### config.mk
export PLATFORM = sky130hd
export DESIGN_NAME = memory_stage
export DESIGN_NICKNAME = d
export VERILOG_FILES = /design/src/rtl/memory_stage.sv
export SDC_FILE = /design/constraint.sdc
export NUM_CORES = 1
export LEC_CHECK = 0
export ABC_AREA = 1
export CELL_PAD_IN_SITES_DETAIL_PLACEMENT = 1
export CELL_PAD_IN_SITES_GLOBAL_PLACEMENT = 1
export CORE_UTILIZATION = 31
export DETAILED_ROUTE_END_ITERATION = 8
export HOLD_SLACK_MARGIN = 0.05
export PLACE_DENSITY_LB_ADDON = 0.08
export SLEW_MARGIN = 5
export SYNTH_ARGS = -nofsm -noshare
export SYNTH_HDL_FRONTEND = slang
export SYNTH_SLANG_ARGS = --single-unit
### constraint.sdc
create_clock -name clk -period 1.45 [get_ports clk]
set_input_delay 0.145 -clock clk [delete_from_list [all_inputs] [get_ports clk]]
set_output_delay 0.145 -clock clk [all_outputs]
set_load 0.05 [all_outputs]
### src/rtl/memory_stage.sv
// MEM pipeline stage: issues data-memory loads/stores over a req/ack handshake,
// formats load data, and registers results into the MEM/WB pipeline register.
module memory_stage #(
  parameter int unsigned TIMEOUT = 255
) (
  input  logic        clk,
  input  logic        rst_n,
  input  logic [0:8]  ctrl,
  input  logic [0:31] alu_out,
  input  logic [0:31] write_data,
  input  logic [0:2]  dmem_info,
  input  logic [0:4]  write_reg,
  input  logic [0:31] dmem_rdata,
  input  logic        dmem_ack,
  output logic        dmem_req,
  output logic        dmem_we,
  output logic [0:31] dmem_addr,
  output logic [0:31] dmem_wdata,
  output logic [0:3]  dmem_be,
  output logic        stall,
  output logic [0:8]  ctrl_wb,
  output logic [0:31] alu_out_wb,
  output logic [0:31] load_data_wb,
  output logic [0:4]  write_reg_wb,
  output logic        misalign,
  output logic        dmem_err
);

  localparam int CNT_W = (TIMEOUT < 2) ? 1 : $clog2(TIMEOUT + 1);

  typedef enum logic [1:0] {IDLE, REQ, DONE} state_t;

  state_t             state_q, state_d;
  logic [CNT_W-1:0]   cnt_q, cnt_d;
  logic               req_q, req_d;
  logic               we_q, we_d;
  logic [0:31]        addr_q, addr_d;
  logic [0:31]        wdata_q, wdata_d;
  logic [0:3]         be_q, be_d;
  logic [0:2]         info_q, info_d;
  logic [0:1]         off_q, off_d;
  logic [0:31]        ld_q, ld_d;
  logic [0:8]         ctrl_wb_q, ctrl_wb_d;
  logic [0:31]        alu_wb_q, alu_wb_d;
  logic [0:31]        ldwb_q, ldwb_d;
  logic [0:4]         wreg_wb_q, wreg_wb_d;
  logic               mis_q, mis_d;
  logic               err_q, err_d;
  logic               stall_c;

  logic               mem_op;
  logic               mis_op;
  logic [0:1]         off;

  // sz encoding: 00 byte, 01 half, 1x word
  function automatic logic is_misaligned(input logic [0:1] k, input logic [0:1] sz);
    logic r;
    r = 1'b0;
    if (sz == 2'b01)   r = k[1];
    else if (sz[0])    r = (k != 2'b00);
    return r;
  endfunction

  function automatic logic [0:3] byte_en(input logic [0:1] k, input logic [0:1] sz);
    logic [0:3] be;
    case (sz)
      2'b00:   be = 4'b1000 >> k;
      2'b01:   be = k[0] ? 4'b0011 : 4'b1100;
      default: be = 4'b1111;
    endcase
    return be;
  endfunction

  function automatic logic [0:31] store_data(input logic [0:31] wd, input logic [0:1] sz);
    logic [0:31] r;
    case (sz)
      2'b00:   r = {4{wd[24:31]}};
      2'b01:   r = {2{wd[16:31]}};
      default: r = wd;
    endcase
    return r;
  endfunction

  // Big-endian lane select, then sign or zero extension into a full word
  function automatic logic [0:31] load_fmt(input logic [0:31] rd, input logic [0:1] k,
                                           input logic [0:2] info);
    logic [0:7]  b;
    logic [0:15] h;
    logic [0:31] r;
    case (k)
      2'b00:   b = rd[0:7];
      2'b01:   b = rd[8:15];
      2'b10:   b = rd[16:23];
      default: b = rd[24:31];
    endcase
    h = k[0] ? rd[16:31] : rd[0:15];
    case (info[1:2])
      2'b00:   r = info[0] ? {24'h000000, b} : {{24{b[0]}}, b};
      2'b01:   r = info[0] ? {16'h0000, h}   : {{16{h[0]}}, h};
      default: r = rd;
    endcase
    return r;
  endfunction

  assign mem_op = ctrl[2] | ctrl[3];
  assign off    = alu_out[30:31];
  assign mis_op = mem_op & is_misaligned(off, dmem_info[1:2]);

  always_comb begin
    state_d   = state_q;
    cnt_d     = cnt_q;
    req_d     = req_q;
    we_d      = we_q;
    addr_d    = addr_q;
    wdata_d   = wdata_q;
    be_d      = be_q;
    info_d    = info_q;
    off_d     = off_q;
    ld_d      = ld_q;
    ctrl_wb_d = ctrl_wb_q;
    alu_wb_d  = alu_wb_q;
    ldwb_d    = ldwb_q;
    wreg_wb_d = wreg_wb_q;
    mis_d     = mis_q;
    err_d     = err_q;
    stall_c   = 1'b0;
    case (state_q)
      IDLE: begin
        if (mem_op && !mis_op) begin
          state_d = REQ;
          req_d   = 1'b1;
          we_d    = ctrl[3];
          addr_d  = {alu_out[0:29], 2'b00};
          wdata_d = store_data(write_data, dmem_info[1:2]);
          be_d    = byte_en(off, dmem_info[1:2]);
          info_d  = dmem_info;
          off_d   = off;
          cnt_d   = '0;
          ld_d    = '0;
          stall_c = 1'b1;
        end else begin
          // A misaligned access retires as a non-memory op that cannot write back
          ctrl_wb_d = ctrl;
          if (mis_op) begin
            ctrl_wb_d[4] = 1'b0;
            mis_d        = 1'b1;
          end
          alu_wb_d  = alu_out;
          ldwb_d    = '0;
          wreg_wb_d = write_reg;
        end
      end
      REQ: begin
        stall_c = 1'b1;
        cnt_d   = cnt_q + CNT_W'(1);
        if (dmem_ack) begin
          state_d = DONE;
          req_d   = 1'b0;
          ld_d    = we_q ? 32'h0 : load_fmt(dmem_rdata, off_q, info_q);
        end else if (cnt_q == CNT_W'(TIMEOUT - 1)) begin
          state_d = DONE;
          req_d   = 1'b0;
          err_d   = 1'b1;
          ld_d    = '0;
        end
      end
      DONE: begin
        // Upstream is still frozen on this access, so its inputs are current
        ctrl_wb_d = ctrl;
        alu_wb_d  = alu_out;
        ldwb_d    = ld_q;
        wreg_wb_d = write_reg;
        cnt_d     = '0;
        state_d   = IDLE;
      end
      default: state_d = IDLE;
    endcase
  end

  always_ff @(posedge clk or negedge rst_n) begin
    if (!rst_n) begin
      state_q   <= IDLE;
      cnt_q     <= '0;
      req_q     <= 1'b0;
      we_q      <= 1'b0;
      addr_q    <= '0;
      wdata_q   <= '0;
      be_q      <= '0;
      info_q    <= '0;
      off_q     <= '0;
      ld_q      <= '0;
      ctrl_wb_q <= '0;
      alu_wb_q  <= '0;
      ldwb_q    <= '0;
      wreg_wb_q <= '0;
      mis_q     <= 1'b0;
      err_q     <= 1'b0;
    end else begin
      state_q   <= state_d;
      cnt_q     <= cnt_d;
      req_q     <= req_d;
      we_q      <= we_d;
      addr_q    <= addr_d;
      wdata_q   <= wdata_d;
      be_q      <= be_d;
      info_q    <= info_d;
      off_q     <= off_d;
      ld_q      <= ld_d;
      ctrl_wb_q <= ctrl_wb_d;
      alu_wb_q  <= alu_wb_d;
      ldwb_q    <= ldwb_d;
      wreg_wb_q <= wreg_wb_d;
      mis_q     <= mis_d;
      err_q     <= err_d;
    end
  end

  // stall is masked by reset so a held memory op cannot freeze upstream during reset
  assign stall        = rst_n & stall_c;
  assign dmem_req     = req_q;
  assign dmem_we      = we_q;
  assign dmem_addr    = addr_q;
  assign dmem_wdata   = wdata_q;
  assign dmem_be      = be_q;
  assign ctrl_wb      = ctrl_wb_q;
  assign alu_out_wb   = alu_wb_q;
  assign load_data_wb = ldwb_q;
  assign write_reg_wb = wreg_wb_q;
  assign misalign     = mis_q;
  assign dmem_err     = err_q;

endmodule
==> results of run 1 <==
==> sequential cells by signal (all words and copies together), names as in the netlist <==
signal,cells
write_reg_wb,5
ctrl_wb,9
dmem_req,1
alu_out_wb,32
dmem_addr,30
dmem_be,4
misalign,1
dmem_err,1
load_data_wb,32
dmem_wdata,32
ld_q,32
dmem_we,1
cnt_q,8
state_q,2
off_q,2
info_q,3
==> cells by family after synthesis <==
kind of cell,synth area share
AND/OR/NAND/NOR,0.238
AO/OA/AOI/OAI,0.119
flip-flops,0.555
buffers and inverters,0.0771
adder cells (fa/ha/maj),0.00712
XOR/XNOR,0.00299
other,0.000427
==> layout by cell type (no fill, tap or decap), drive strengths merged, types with 3 or more instances in the layout <==
cell type      instances
nand2                398
buf                  266
dfrtp                195
o21ai                154
clkdlybuf4s50        113
inv                   75
nand3                 67
nor2                  40
a21oi                 30
clkbuf                30
clkinv                 9
o211ai                 5
ha                     5
nor3                   4
nand4                  3
xor2                   3
==> area by class of cell <==
type	count	area share
clock buffer	18	0.0311
sequential	195	0.346
inverter	71	0.0207
clock inverter	13	0.00994
timing repair inverter	1	0.00115
multi-input combinational	718	0.254
antenna	1	0.000177
timing repair buffer	394	0.303
tap	378	0.0335
==> stage by stage <==
step	setup TNS, ns	area (sq um)	cells	hold slack [ns]
after detailed placement	-74.79	12100	1697	0.241
after global routing	-48.29	14100	1789	0.258
after global placement	-64.16	12100	1697	0.244
final	-33.66	14100	1789	0.256
after CTS	-23.76	13300	1759	0.242
after floorplan	-2.24	8860	1046	-0.151
==> critical path, delay by kind of cell, from the launching register on <==
family | cells | cell delay [ns]
adder cells (fa/ha/maj) | 1 | 0.20
flip-flops | 1 | 0.41
buffers and inverters | 4 | 0.42
AO/OA/AOI/OAI | 1 | 0.14
==> repair_timing <==
| item | CTS | global route |
|---|---|---|
| gates resized for setup | 61 | 146 |
| hold buffers | 1 | 0 |
| endpoints found under the hold margin | 195 | 0 |
| setup buffers | 20 | 12 |
| pin swaps | 5 | 13 |
| cloned | 11 | 18 |
| setup endpoints to repair | 142 | 187 |
==> where the power goes <==
part	internal, mW	switching, mW	total (mW)
logic	8.24	13.2	21.5
clock network	2.34	2.49	4.83
registers	7.54	1.35	8.90
==> how the worst max path moves through the flow <==
stage	startpoint	end	slack, ns	depth (start not counted)
final	state_q[1]	stall	-0.31	6
after global routing	state_q[1]	stall	-0.38	6
after CTS	state_q[1]	stall	-0.31	6
after detailed placement	dmem_info[1]	alu_out_wb[8]	-0.47	11
after global placement	dmem_info[1]	alu_out_wb[2]	-0.41	11
after floorplan	state_q[0]	alu_out_wb[10]	-0.04	10
==> per-layer routing <==
metal / routed length (um) / up-vias / GRT usage / part of all wire
met2: 15600 / 177 / 0.353 / 0.48
met1: 15500 / 4080 / 0.297 / 0.47
met3: 1330 / 25 / 0.0365 / 0.041
met5: 0 / - / 0 / 0
li1: - / 4067 / - / -
met4: 404 / 0 / 0.0490 / 0.012
==> results.yml, run 1 <==
critical_path:
  rr_endpoint: "dmem_addr[22]"
  cp_data_arrival_time_ns: 1.62
  setup.worst_path.start_class: "flip-flop"
  cp_slowest_cell: "dfrtp_1"
  path_max_fanout: 3
  timing.critical_path.mode_cell: "inv_2"
  crit_chain: "inv_2 > ha_2 > inv_2 > buf_6 > a21boi_4 > buf_12"
  r2r_start: "state_q[1]"
  path_class: "flip-flop to primary output"
  rr_worst_depth: 10
  max_stage_delay_ns: 0.41
  r2r_slack_ns: -0.28
  endpoint_kind: "primary output"
  cp.required_ns: 1.31
die:
  ioPinCount: 267
  rows: 61
  die_h_um: 170
  start_util: 0.316
  core_sq_um: 27900
  die_area_sq_um: 29000
  die_w_um: 170
timing:
  hold_viol_final: 0
  setup_viol: 186
  max_slew.worst_pin.slew_ns: 0.712
  slew_violations: 0
  fin_ws_ns: -0.313
  clock.fmax_mhz: 567
  rsz0062_at_grt: "yes"
  max_slew_margin: 0.525
  min_period_ns: 1.76
  fin_worst_skew_ns: 0.0137
  min_period_over_period: 1.22
finish:
  utilization: 0.506
  fillCellCount: 3226
  syn_to_final_growth_pct: 60.4
  regArea_sq_um: 4880
  layout-drive-gt1-share: 0.296
  nets: 1519
  multiInputGateArea_sq_um: 3580
synthesis:
  synth_most_common_cell: "nand2_1"
  ys_seq_area_frac: 0.555
  synth_top_cell_area_share: 0.555
  ys.warnings.count: 0
  synth_edf_count: 0
  synth_common_cells: "nand2_1, dfrtp_1, o21ai_0, inv_1, nand3_1"
  yosysTopAreaCell: "dfrtp_1"
  yosys-top-cells-area: "dfrtp_1, nand2_1, o21ai_0, nand3_1, inv_1"
  ys_ff_latch: 195
  syn_inst: 1045
  synth_ff_type: "dfrtp_1"
  async_reset_ff_frac: 1.00
  avgSynthCellArea_sq_um: 8.41
  yosysUniqueCellTypes: 34
  syn_area_sq_um: 8790
global_route:
  grt_overflow_total: 0
  grt_max_degree: 130
  antenna_found_initial: 1
  track_usage: 0.216
  grt_first_pass_wirelength_um: 48200
  grt_pass1_vias: 8624
pwr:
  power_mw: 35.2
  powerDensity_nw_per_um2: 2500
  leakagePower_nw: 7.08
  ir_worst_vdd_uv: 1130
routing:
  finalWirelength_um: 32800
  vias: 8349
  wire_per_inst_um: 18.3
  drc: 0
  drt_first_pass_iters: 4
  vias_per_cell: 4.67
  first_iter_violations: 349
  antenna_left: 0
job:
  cap_viol_max_count: 0
cts:
  cts.sinks: 195
  cts_tree: "done"
  cts_buffers: 17
  cts-root-buf: "clkbuf_16"
  clockBufferDepth: 2
  clk_latency_ns: 0.45
  htreeDepth: 4
  cts.reportedPaths.clkPinSlew_ns: 0.08
hold_path:
  min_path_type: "input pin to flip-flop"
  min_path_cells: 3
  whs_endpoint: "write_reg_wb[1]"
  min_from: "write_reg[1]"
placed_design:
  post-place-ws_ns: -0.475
  dp_hpwl_um: 20600
  port_buffers: 264
  gp_congestion: 0.814
outcome:
  status: "finished, violations left"
  violations: "negative setup slack"
No activity file was read; power rests on OpenSTA's default activity.
==> run 2, diff against run 1 <==
- MAX_ROUTING_LAYER: unset -> met4
==> run 2 against run 1 <==
Effect of this change:
- the flow still finishes with violations (negative setup slack)
- critical path depth unchanged
- sequential share of layout area increased by 0.94 points
- sequential power decreased by 0.4%
- via count decreased by 1.3%
- clock power decreased by 1%
- final area decreased by 2.6%
- clock skew decreased by 0.0011 ns
- maximum frequency about the same
- worst hold slack improved by 0.00086 ns
- core utilization decreased by 1.3 points
- global-route usage increased by 0.66 points
- worst setup slack improved by 0.0017 ns
==> results.yml, run 2 (synthesized netlist as in run 1, its figures left out) <==
critical_path:
  path_max_fanout: 3
  cp.required_ns: 1.31
  endpoint_kind: "primary output"
  rr_worst_depth: 10
  setup.worst_path.start_class: "flip-flop"
  path_class: "flip-flop to primary output"
  cp_data_arrival_time_ns: 1.62
cts:
  clk_latency_ns: 0.44
  clockBufferDepth: 2
  cts.sinks: 195
  cts_buffers: 17
  cts_tree: "done"
  htreeDepth: 4
  cts.reportedPaths.clkPinSlew_ns: 0.08
  cts-root-buf: "clkbuf_16"
timing:
  hold_viol_final: 0
  fin_worst_skew_ns: 0.0126
  min_period_over_period: 1.21
  min_period_ns: 1.76
  clock.fmax_mhz: 568
  max_slew_margin: 0.523
  setup-tns-final_ns: -30.19
  fin_ws_ns: -0.311
  rsz0062_at_grt: "yes"
  slew_violations: 0
  setup_viol: 186
  max_slew.worst_pin.slew_ns: 0.716
global_route:
  antenna_found_initial: 1
  track_usage: 0.222
  grt_max_degree: 130
  grt_overflow_total: 0
  grt_first_pass_wirelength_um: 48200
  grt_pass1_vias: 8614
finish:
  most-common-layout-cells: "nand2_1, dfrtp_1, buf_4"
  syn_to_final_growth_pct: 56.2
  utilization: 0.493
  final_common_cell: "nand2_1"
  layout-drive-gt1-share: 0.281
  nets: 1506
pwr:
  ir_worst_vdd_uv: 1120
  powerDensity_nw_per_um2: 2500
  leakagePower_nw: 6.90
hold_path:
  min_path_cells: 3
  min_path_type: "input pin to flip-flop"
die:
  core_sq_um: 27900
  die_h_um: 170
  die_w_um: 170
  start_util: 0.316
  die_area_sq_um: 29000
  ioPinCount: 267
  rows: 61
routing:
  drc: 0
  antenna_left: 0
  vias_per_cell: 4.64
  finalWirelength_um: 31100
  drt_first_pass_iters: 4
  vias: 8238
  wire_per_inst_um: 17.5
  first_iter_violations: 362
outcome:
  violations: "negative setup slack"
  status: "finished, violations left"
placed_design:
  dp_hpwl_um: 20600
  gp_congestion: 0.826
  port_buffers: 264
job:
  cap_viol_max_count: 0
## run 2: power breakdown
| group | internal (mW) | switching [mW] | total [mW] |
|---|---|---|---|
| Combinational | 7.73 | 12.9 | 20.6 |
| Clock | 2.34 | 2.44 | 4.78 |
| Sequential | 7.55 | 1.32 | 8.86 |
| Total | 17.6 | 16.6 | 34.3 |
## run 2: final timing paths
path                                 start               end  slack [ns]
worst min register to register  ctrl_wb[7]        ctrl_wb[7]        0.48
min in group asynchronous            rst_n        ctrl_wb[2]        0.39
max in group asynchronous            rst_n  load_data_wb[25]        0.41
worst min-delay path               ctrl[6]        ctrl_wb[6]        0.26
worst max-delay path            state_q[1]             stall       -0.31
worst max register to register  state_q[0]     alu_out_wb[9]       -0.26
## run 2: metrics by stage
stage                     cell area [sq um]  worst slack (ns)  std cells  hold WS (ns)  total power, mW
after floorplan                        8860           -0.0426       1046        -0.151             20.0
after global placement                12100            -0.406       1697         0.244             25.9
after detailed placement              12100            -0.475       1697         0.241             26.2
after CTS                             13300            -0.306       1759         0.242             33.5
after global routing                  13700            -0.373       1776         0.256             36.2
final                                 13700            -0.311       1776         0.257             34.3
## run 2: metal layers
| layer | global-route usage | vias up | wire length, um |
|---|---|---|---|
| met4 | 0.0490 | 0 | 344 |
| met3 | 0.0347 | 24 | 1190 |
| met2 | 0.352 | 178 | 14900 |
| met1 | 0.300 | 4002 | 14700 |
| met5 | - | - | 0 |
| li1 | - | 4034 | - |
## run 2: worst max-delay path, stage by stage, from the launching register on
cell	delay, ns
dfrtp_1	0.41
inv_2	0.09
ha_2	0.20
inv_2	0.06
buf_6	0.13
a21boi_4	0.14
buf_12	0.15
## run 2: area by class of cell
class                      instances  area, sq um
antenna                            1         2.50
clock buffer                      18          439
clock inverter                    13          140
fill                            3263        14100
inverter                          71          287
multi-input combinational        718         3520
sequential                       195         4880
tap                              378          473
timing repair buffer             381         3970
timing repair inverter             1         16.3
## run 2: what timing repair did
action | 4_1_cts | 5_1_grt
resized for setup | 61 | 91
gates cloned | 11 | 7
pin swaps | 5 | 8
hold buffers | 1 | 0
endpoints found under the hold margin | 195 | 0
endpoints found under the setup margin | 142 | 187
buffers inserted | 20 | 10
==> run 3, diff against run 2 <==
- clock period: 1.45 -> 1.5 ns (I/O delays scaled with it)
==> run 3 against run 2 <==
Effect of this change:
- the run still ends with negative setup slack left
- via count increased by 1.1%
- critical path depth increased by 1
- largest cell class unchanged
- clock power decreased by 0.8%
- non-clock buffer count decreased by 10
- core utilization decreased by 0.59 points
- die area unchanged
- first-iteration DRC count increased by 30%
- final area decreased by 1.2%
- worst setup slack got worse by 0.035 ns
- sequential power decreased by 4.2%
- routed wire length decreased by 0.56%
- sequential cell count unchanged
==> results.yml, run 3 (synthesized netlist as in run 1, its figures left out) <==
routing:
  finalWirelength_um: 31000
  wire_per_inst_um: 17.5
  drt_first_pass_iters: 4
  antenna_left: 0
  vias: 8329
  vias_per_cell: 4.71
  first_iter_violations: 470
  drc: 0
pwr:
  power_frac_comb: 0.594
  internal-power_mw: 16.5
  p_clk_frac: 0.146
  swShare: 0.495
  p_seq_frac: 0.261
  p_sw_mw: 16.1
  ir_worst_vdd_uv: 1180
  powerDensity_nw_per_um2: 2400
  leakagePower_nw: 6.80
die:
  die_area_sq_um: 29000
  die_h_um: 170
  rows: 61
  die_w_um: 170
  start_util: 0.316
  core_sq_um: 27900
  ioPinCount: 267
critical_path:
  timing.critical_path.mode_cell: "buf_12"
  crit_chain: "inv_2 > buf_12 > ha_4 > nand3_4 > buf_12 > a21boi_4 > buf_12"
  setup.worst_path.start_class: "flip-flop"
  path_class: "flip-flop to primary output"
  endpoint_kind: "primary output"
  max_stage_delay_ns: 0.41
  cp.required_ns: 1.35
  cp_data_arrival_time_ns: 1.70
  rr_worst_depth: 11
  r2r_start: "state_q[1]"
  path_max_fanout: 2
  crit_start: "state_q[1]"
  cp_slowest_cell: "dfrtp_1"
placed_design:
  placedCellCount: 1696
  dp_hpwl_um: 20900
  post-place-ws_ns: -0.384
  port_buffers: 264
  gp_congestion: 0.794
finish:
  stdcell_count: 1767
  multiInputGateArea_sq_um: 3610
  syn_to_final_growth_pct: 54.3
  final_common_cell: "nand2_1"
  fillCellCount: 3282
  regArea_sq_um: 4880
  nets: 1496
  most-common-layout-cells: "nand2_1, buf_4, dfrtp_1"
  layout-drive-gt1-share: 0.293
global_route:
  grt_overflow_total: 0
  grt_max_degree: 83
  grt_first_pass_wirelength_um: 47100
  track_usage: 0.215
  grt_pass1_vias: 8424
  antenna_found_initial: 1
timing:
  setup_viol: 192
  clock.fmax_mhz: 542
  fin_ws_ns: -0.346
  min_period_ns: 1.85
  fin_worst_skew_ns: 0.0144
  hold_viol_final: 0
  rsz0062_at_grt: "yes"
  slew_violations: 0
  min_period_over_period: 1.23
outcome:
  violations: "negative setup slack"
  status: "finished, violations left"
cts:
  clockBufferDepth: 2
  cts.reportedPaths.clkPinSlew_ns: 0.08
  clk_latency_ns: 0.43
  cts_tree: "done"
  cts_buffers: 17
  htreeDepth: 4
  cts.sinks: 195
  cts-root-buf: "clkbuf_16"
hold_path:
  min_path_type: "input pin to asynchronous set/reset pin"
job:
  cap_viol_max_count: 0
run 3: final timing paths:
check | slack, ns | end
max | -0.35 | stall
max in group asynchronous | 0.67 | load_data_wb[25]
min | 0.18 | alu_out_wb[0]
min in group clk | 0.25 | ctrl_wb[8]
max reg2reg | -0.30 | ld_q[26]
min reg2reg | 0.48 | misalign
run 3: through the flow:
step                      utilization  instance area, sq um  hold slack, ns  TNS [ns]  total power [mW]
after floorplan                     -                  8840          -0.146         0              19.3
after global placement          0.428                 11900         -0.0179    -47.02              24.8
after detailed placement        0.428                 11900         -0.0172    -52.54              25.1
after CTS                       0.464                 12900           0.152    -23.34              31.3
after global routing            0.487                 13600           0.165    -44.96              34.4
final                           0.487                 13600           0.179    -30.54              32.6
run 3: final cells by class:
type	count	area share
Clock buffer	17	0.0314
Timing Repair Buffer	371	0.272
Antenna cell	1	0.000184
Inverter	71	0.0220
Multi-Input combinational cell	718	0.266
Clock inverter	15	0.0132
Sequential cell	195	0.360
Tap cell	378	0.0349
Timing Repair inverter	1	0.000553
run 3: power groups by stage:
stage / Combinational [mW] / Sequential, mW / Clock (mW)
floorplan: 5.24 / 14.1 / 0
global placement: 16.4 / 8.50 / 0
detailed placement: 16.6 / 8.53 / 0
CTS: 17.9 / 8.47 / 4.86
global route: 20.7 / 8.73 / 5.06
finish: 19.4 / 8.49 / 4.74
run 3: per-layer routing:
layer	wire, um	global-route usage	vias up
li1	-	-	3995
met1	14800	0.297	4135
met2	14700	0.334	178
met3	1200	0.0305	21
met4	343	0.0509	0
met5	0	-	-
run 3: repair_timing:
action	CTS	global route
hold endpoints to repair	195	0
buffers inserted	10	10
pin swaps	6	19
gates resized for setup	50	135
hold buffers	1	0
gates cloned	5	13
setup endpoints to repair	139	194
run 3: critical path: cells and delay by family, from the launching register on:
family | cells | cell delay (ns)
simple gates | 1 | 0.09
compound gates | 1 | 0.14
flops | 1 | 0.41
fa+ha+maj | 1 | 0.14
buf+inv | 4 | 0.49
